<file path="src/rtl/sseg_pkg.sv">
// Shared types for the multiplexed 7-segment driver.
// Segment patterns are {dp,g..a}, active-low.
package sseg_pkg;

    typedef logic [7:0] sseg_t;

    localparam sseg_t SSEG_BLANK = 8'hFF;

endpackage

</file>
<file path="src/rtl/disp_timebase.sv">
// Scan timebase: free-running slot counter, digit index, and a strobe
// that is high on the cycle whose closing edge returns the scan to digit 0.
module disp_timebase #(
    parameter int N_DIGITS  = 8,
    parameter int SLOT_BITS = 14
) (
    input  logic                        clk,
    input  logic                        reset_n,
    output logic [SLOT_BITS-1:0]        slot_cnt_o,
    output logic [$clog2(N_DIGITS)-1:0] digit_o,
    output logic                        frame_wrap_o
);

    localparam int DIG_W = $clog2(N_DIGITS);

    logic [SLOT_BITS-1:0] slot_cnt_q, slot_cnt_d;
    logic [DIG_W-1:0]     digit_q, digit_d;
    logic                 slot_last, dig_last;

    assign slot_last = &slot_cnt_q;
    assign dig_last  = (digit_q == DIG_W'(N_DIGITS - 1));

    always_comb begin
        slot_cnt_d = slot_cnt_q + SLOT_BITS'(1);
        digit_d    = digit_q;
        if (slot_last) begin
            digit_d = dig_last ? '0 : digit_q + DIG_W'(1);
        end
    end

    always_ff @(posedge clk or negedge reset_n) begin
        if (!reset_n) begin
            slot_cnt_q <= '0;
            digit_q    <= '0;
        end else begin
            slot_cnt_q <= slot_cnt_d;
            digit_q    <= digit_d;
        end
    end

    assign slot_cnt_o   = slot_cnt_q;
    assign digit_o      = digit_q;
    assign frame_wrap_o = slot_last && dig_last;

endmodule

</file>
<file path="src/rtl/sseg_mux_pwm.sv">
// N-digit common-anode display scanner with PWM brightness, per-digit
// blanking and a double-buffered configuration committed at frame boundaries.
module sseg_mux_pwm
    import sseg_pkg::*;
#(
    parameter int N_DIGITS  = 8,
    parameter int SLOT_BITS = 14,
    parameter int PWM_BITS  = 4
) (
    input  logic                  clk,
    input  logic                  reset_n,
    input  logic [8*N_DIGITS-1:0] in,
    input  logic [N_DIGITS-1:0]   en_mask,
    input  logic [PWM_BITS-1:0]   bright,
    input  logic                  load,
    output logic [N_DIGITS-1:0]   an,
    output logic [7:0]            sseg,
    output logic                  frame_tick
);

    localparam int DIG_W = $clog2(N_DIGITS);

    typedef struct packed {
        sseg_t [N_DIGITS-1:0] data;
        logic  [N_DIGITS-1:0] en_mask;
        logic  [PWM_BITS-1:0] bright;
    } disp_cfg_t;

    localparam disp_cfg_t CFG_RST = '{
        data:    {N_DIGITS{SSEG_BLANK}},
        en_mask: '0,
        bright:  '0
    };

    logic [SLOT_BITS-1:0] slot_cnt;
    logic [DIG_W-1:0]     digit;
    logic                 frame_wrap;

    disp_timebase #(
        .N_DIGITS  (N_DIGITS),
        .SLOT_BITS (SLOT_BITS)
    ) u_timebase (
        .clk          (clk),
        .reset_n      (reset_n),
        .slot_cnt_o   (slot_cnt),
        .digit_o      (digit),
        .frame_wrap_o (frame_wrap)
    );

    disp_cfg_t live_cfg;
    disp_cfg_t act_q, act_d;
    disp_cfg_t pend_q, pend_d;
    logic      pend_vld_q, pend_vld_d;

    assign live_cfg = '{data: in, en_mask: en_mask, bright: bright};

    // A load on the boundary edge bypasses pending so it lands in this frame.
    always_comb begin
        act_d      = act_q;
        pend_d     = pend_q;
        pend_vld_d = pend_vld_q;
        if (load) begin
            pend_d     = live_cfg;
            pend_vld_d = 1'b1;
        end
        if (frame_wrap) begin
            if (load) begin
                act_d      = live_cfg;
                pend_vld_d = 1'b0;
            end else if (pend_vld_q) begin
                act_d      = pend_q;
                pend_vld_d = 1'b0;
            end
        end
    end

    always_ff @(posedge clk or negedge reset_n) begin
        if (!reset_n) begin
            act_q      <= CFG_RST;
            pend_q     <= CFG_RST;
            pend_vld_q <= 1'b0;
        end else begin
            act_q      <= act_d;
            pend_q     <= pend_d;
            pend_vld_q <= pend_vld_d;
        end
    end

    logic [PWM_BITS-1:0] phase;
    logic                lit;
    logic [N_DIGITS-1:0] an_q, an_d;
    sseg_t               sseg_q, sseg_d;
    logic                tick_q, tick_d;

    assign phase = slot_cnt[SLOT_BITS-1 -: PWM_BITS];
    assign lit   = act_q.en_mask[digit] && (phase <= act_q.bright);

    always_comb begin
        an_d   = '1;
        sseg_d = SSEG_BLANK;
        tick_d = (slot_cnt == '0) && (digit == '0);
        if (lit) begin
            an_d   = ~(N_DIGITS'(1) << digit);
            sseg_d = act_q.data[digit];
        end
    end

    always_ff @(posedge clk or negedge reset_n) begin
        if (!reset_n) begin
            an_q   <= '1;
            sseg_q <= SSEG_BLANK;
            tick_q <= 1'b0;
        end else begin
            an_q   <= an_d;
            sseg_q <= sseg_d;
            tick_q <= tick_d;
        end
    end

    assign an         = an_q;
    assign sseg       = sseg_q;
    assign frame_tick = tick_q;

endmodule

</file>
<file path="config.mk">
export PLATFORM = sky130hd
export DESIGN_NAME = sseg_mux_pwm
export DESIGN_NICKNAME = d
export VERILOG_FILES = /design/src/rtl/sseg_pkg.sv /design/src/rtl/disp_timebase.sv /design/src/rtl/sseg_mux_pwm.sv
export SDC_FILE = /design/constraint.sdc
export NUM_CORES = 1
export LEC_CHECK = 0
export ABC_CLOCK_PERIOD_IN_PS = 2400
export BUFFER_PORTS_ARGS = -buffer_cell sky130_fd_sc_hd__buf_2
export CORE_AREA = 2 2 162 164
export DETAILED_ROUTE_END_ITERATION = 10
export DIE_AREA = 0 0 164 166
export HOLD_SLACK_MARGIN = 0.08
export MAX_ROUTING_LAYER = met4
export PLACE_DENSITY = 0.45
export SETUP_SLACK_MARGIN = 0.4
export SLEW_MARGIN = 15
export SYNTH_ARGS = -nofsm -noshare
export SYNTH_HDL_FRONTEND = slang
export SYNTH_SLANG_ARGS = --single-unit
export TNS_END_PERCENT = 10
</file>
<file path="constraint.sdc">
create_clock -name clk -period 2.4 [get_ports clk]
set_input_delay 0.36 -clock clk [delete_from_list [all_inputs] [get_ports clk]]
set_output_delay 0.36 -clock clk [all_outputs]
set_load 0.02 [all_outputs]
</file>
==> impl_metrics.ini <==
[outcome]
status = complete, no violations

[yosys]
synth_compound_area_share_pct = 0.500
syn_avg_cell_area_sq_um = 16.0
synth-xor-area-share_pct = 1.31
syn_area_sq_mm = 0.00800
synth-seq-cells = 187
syn_inst = 499
synth.yosys.seq_area_share_pct = 60.7
synthAdderAreaFrac_pct = 1.88
yosys.area_share.simple_pct = 4.58
synth_top_family_by_area = multiplexers
synth_cell_types = 33
yosysWarningCount = 0
synth_nets = 590
muxShareOfSynthArea_pct = 28.7

[sta]
rsz0062_at_grt = yes
maxSlewHeadroom_pct = 55.5
worst_pin_slew_ns = 0.668
fmax_mhz = 474
tns_ns = 0
drv_slew = 0
fin_crit_sh_pct = 87.9
setup_viol = 0
period_minus_slack_ns = 2.11
finalHoldViolCount = 0
finClkSkew_ns = 0.0138

[drt]
vias = 4352
routed_wl_um = 17100
drtAntennaViolNets = 0
drt_iter0_drc = 163
dr.pass1.iters = 4
wl_per_cell_um = 18.0
avgViaCountPerCell = 4.57
drc = 0

[clock_tree]
root_buffer = clkbuf_16
cts.clk_slew.worst_paths_ns = 0.07
numCtsBuffers = 17
insertion_delay_ns = 0.44
cts_buffer_depth = 2
cts_tree = built
h-tree-depth = 4
clock_sinks = 187

[finish]
fillers = 2395
diodes = 0
drive_gt1_share_pct = 75.7
seq_area_sq_mm = 0.00486
mostFrequentLayoutCells = dfstp_2 (144), mux2_2 (116), buf_2 (93)
final_util_pct = 37.8
final_common_cell = dfstp_2
nets = 695
multi_input_area_sq_mm = 0.00300
syn2layout_area_growth_pct = 20.8

[power]
total_power_w = 0.00690
pwr_density_cell_mw_per_mm2 = 714
irDropWorstVdd_mv = 0.383
leakagePower_nw = 4.06

[floorplan]
coreArea_sq_mm = 0.0256
dieArea_sq_mm = 0.0272
pin_count = 96
start_util_pct = 31.2
die_x_um = 164
chipHeight_um = 166
placementRows = 59

[worst_setup_path]
r2r_cells = 7
cp_cell_sequence = ha_4, and3_4, nand3_4, or4_4, buf_12, clkbuf_16, mux2_4
path_class = flip-flop to flip-flop
crit_fanout = 16
end_kind = flip-flop
max_stage_delay_ns = 0.48
r2r_end = act_q[63]$_DFFE_PN1P_
r2r_slack_ns = 0.29
reg2reg_from = u_timebase.slot_cnt_o[1]$_DFF_PN0_
cp_top_family = simple AND/OR/NAND/NOR gates
critPathBufInv = 2
crit_slowest_cell = or4_4
cp.required_ns = 2.76
arrival_ns = 2.47
critPathLaunchType = flip-flop

[worst_hold_path]
hold_path.class = input pin to flip-flop
hold_path.startpoint = bright[3]
worstHoldPathCells = 2
min_to = pend_q[3]$_DFFE_PN0P_

[grt]
gr-total-overflow = 0
grtUsageTotal_pct = 13.6
grt_pass1_wl_um = 27500
grt_pass1_vias = 4826
antenna_found_initial = 0
grt_max_degree = 77

[placement]
gp_congestion = 0.738
hpwl_um = 11300
portBuffers = 95

[run]
maxCapViolCount = 0
==> Yosys cell counts <==
cell type | instances | share of area, %
a211oi_1 | 2 | 0.19
a21oi_1 | 2 | 0.13
a32o_1 | 1 | 0.13
and2_1 | 1 | 0.078
and3_1 | 2 | 0.16
and4_1 | 2 | 0.22
and4_4 | 1 | 0.14
buf_1 | 4 | 0.19
buf_2 | 4 | 0.25
buf_6 | 5 | 0.70
clkbuf_1 | 14 | 0.66
dfrtp_1 | 43 | 13
dfstp_2 | 144 | 47
ha_1 | 12 | 1.9
inv_1 | 11 | 0.52
mux2_2 | 116 | 16
mux2_4 | 40 | 7.5
mux2i_1 | 3 | 0.38
mux4_2 | 16 | 4.5
nand2_1 | 18 | 0.84
nand3_1 | 13 | 0.81
nand3_2 | 1 | 0.13
nand4_1 | 12 | 0.94
nor2_1 | 8 | 0.38
nor2b_1 | 1 | 0.078
nor3_1 | 3 | 0.19
nor4_1 | 2 | 0.16
nor4b_1 | 2 | 0.22
o21ai_0 | 1 | 0.062
or3_1 | 2 | 0.16
or4_1 | 1 | 0.094
xnor2_1 | 7 | 0.77
xor2_1 | 5 | 0.55
==> metrics by stage <==
stage	cell area [sq um]	instances	hold slack [ns]	setup slack, ns
2_1_floorplan	8030	499	0.0644	0.272
3_3_place_gp	8930	914	0.403	0.297
3_5_place_dp	8930	914	0.410	0.248
4_1_cts	9550	947	0.152	0.322
5_1_grt	9670	952	0.162	0.236
6_report	9670	952	0.174	0.289
==> layer usage <==
layer | share of wire [%] | track usage, % | vias up
li1 | - | - | 1985
met1 | 46 | 18.0 | 2287
met2 | 50 | 21.2 | 62
met3 | 2.5 | 2.50 | 18
met4 | 1.5 | 4.46 | 0
met5 | 0 | - | -
==> worst max path at each step <==
stage,startpoint,to,slack [ns],depth (start not counted)
floorplan,u_timebase.digit_o[1]$_DFFE_PN0P_,act_q[10]$_DFFE_PN0P_,0.27,8
global placement,u_timebase.slot_cnt_o[1]$_DFF_PN0_,act_q[66]$_DFFE_PN1P_,0.30,6
detailed placement,u_timebase.slot_cnt_o[0]$_DFF_PN0_,act_q[44]$_DFFE_PN1P_,0.25,6
CTS,u_timebase.slot_cnt_o[1]$_DFF_PN0_,act_q[72]$_DFFE_PN1P_,0.32,6
global route,u_timebase.slot_cnt_o[1]$_DFF_PN0_,act_q[69]$_DFFE_PN1P_,0.24,7
finish,u_timebase.slot_cnt_o[1]$_DFF_PN0_,act_q[63]$_DFFE_PN1P_,0.29,7
==> worst reg2reg max path, stage by stage, from the launching register on <==
cell and delay, ns:
dfrtp_1 0.43, ha_4 0.18, and3_4 0.19, nand3_4 0.09
or4_4 0.49, buf_12 0.16, clkbuf_16 0.19, mux2_4 0.30
==> what timing repair did <==
item / in CTS / in global routing
hold buffers: 1 / 0
buffers inserted: 0 / 3
gates cloned: 0 / 2
setup endpoints to repair: 75 / 92
hold endpoints to repair: 18 / 0
resized for setup: 1 / 6
==> where the power goes <==
part | leakage, nW | internal, W | switching [W] | total, W
registers | 2.05 | 0.00345 | 0.0000598 | 0.00351
clock network | 0.294 | 0.00163 | 0.00127 | 0.00290
logic | 1.71 | 0.000255 | 0.000243 | 0.000498
==> cells by family after synthesis <==
logic type / after synthesis
multiplexers: 175
buffers and inverters: 38
XOR/XNOR: 12
AO/OA/AOI/OAI: 6
AND/OR/NAND/NOR: 69
adder cells (fa/ha/maj): 12
flip-flops: 187
==> state kept, by name (all words and copies together), names as in the netlist <==
name	cells
u_timebase.digit_o	3
pend_q	76
u_timebase.slot_cnt_o	14
an	8
frame_tick	1
sseg	8
pend_vld_q	1
act_q	76
==> layout make-up <==
cell class	instances	area share, %
well taps	335	4.33
clock buffers	22	5.24
flip-flops and latches	187	50.3
repair buffers	113	7.65
multi-input cells	274	31.1
inverters	11	0.427
clock inverters	10	1.04
(Power assumes the default switching activity.)
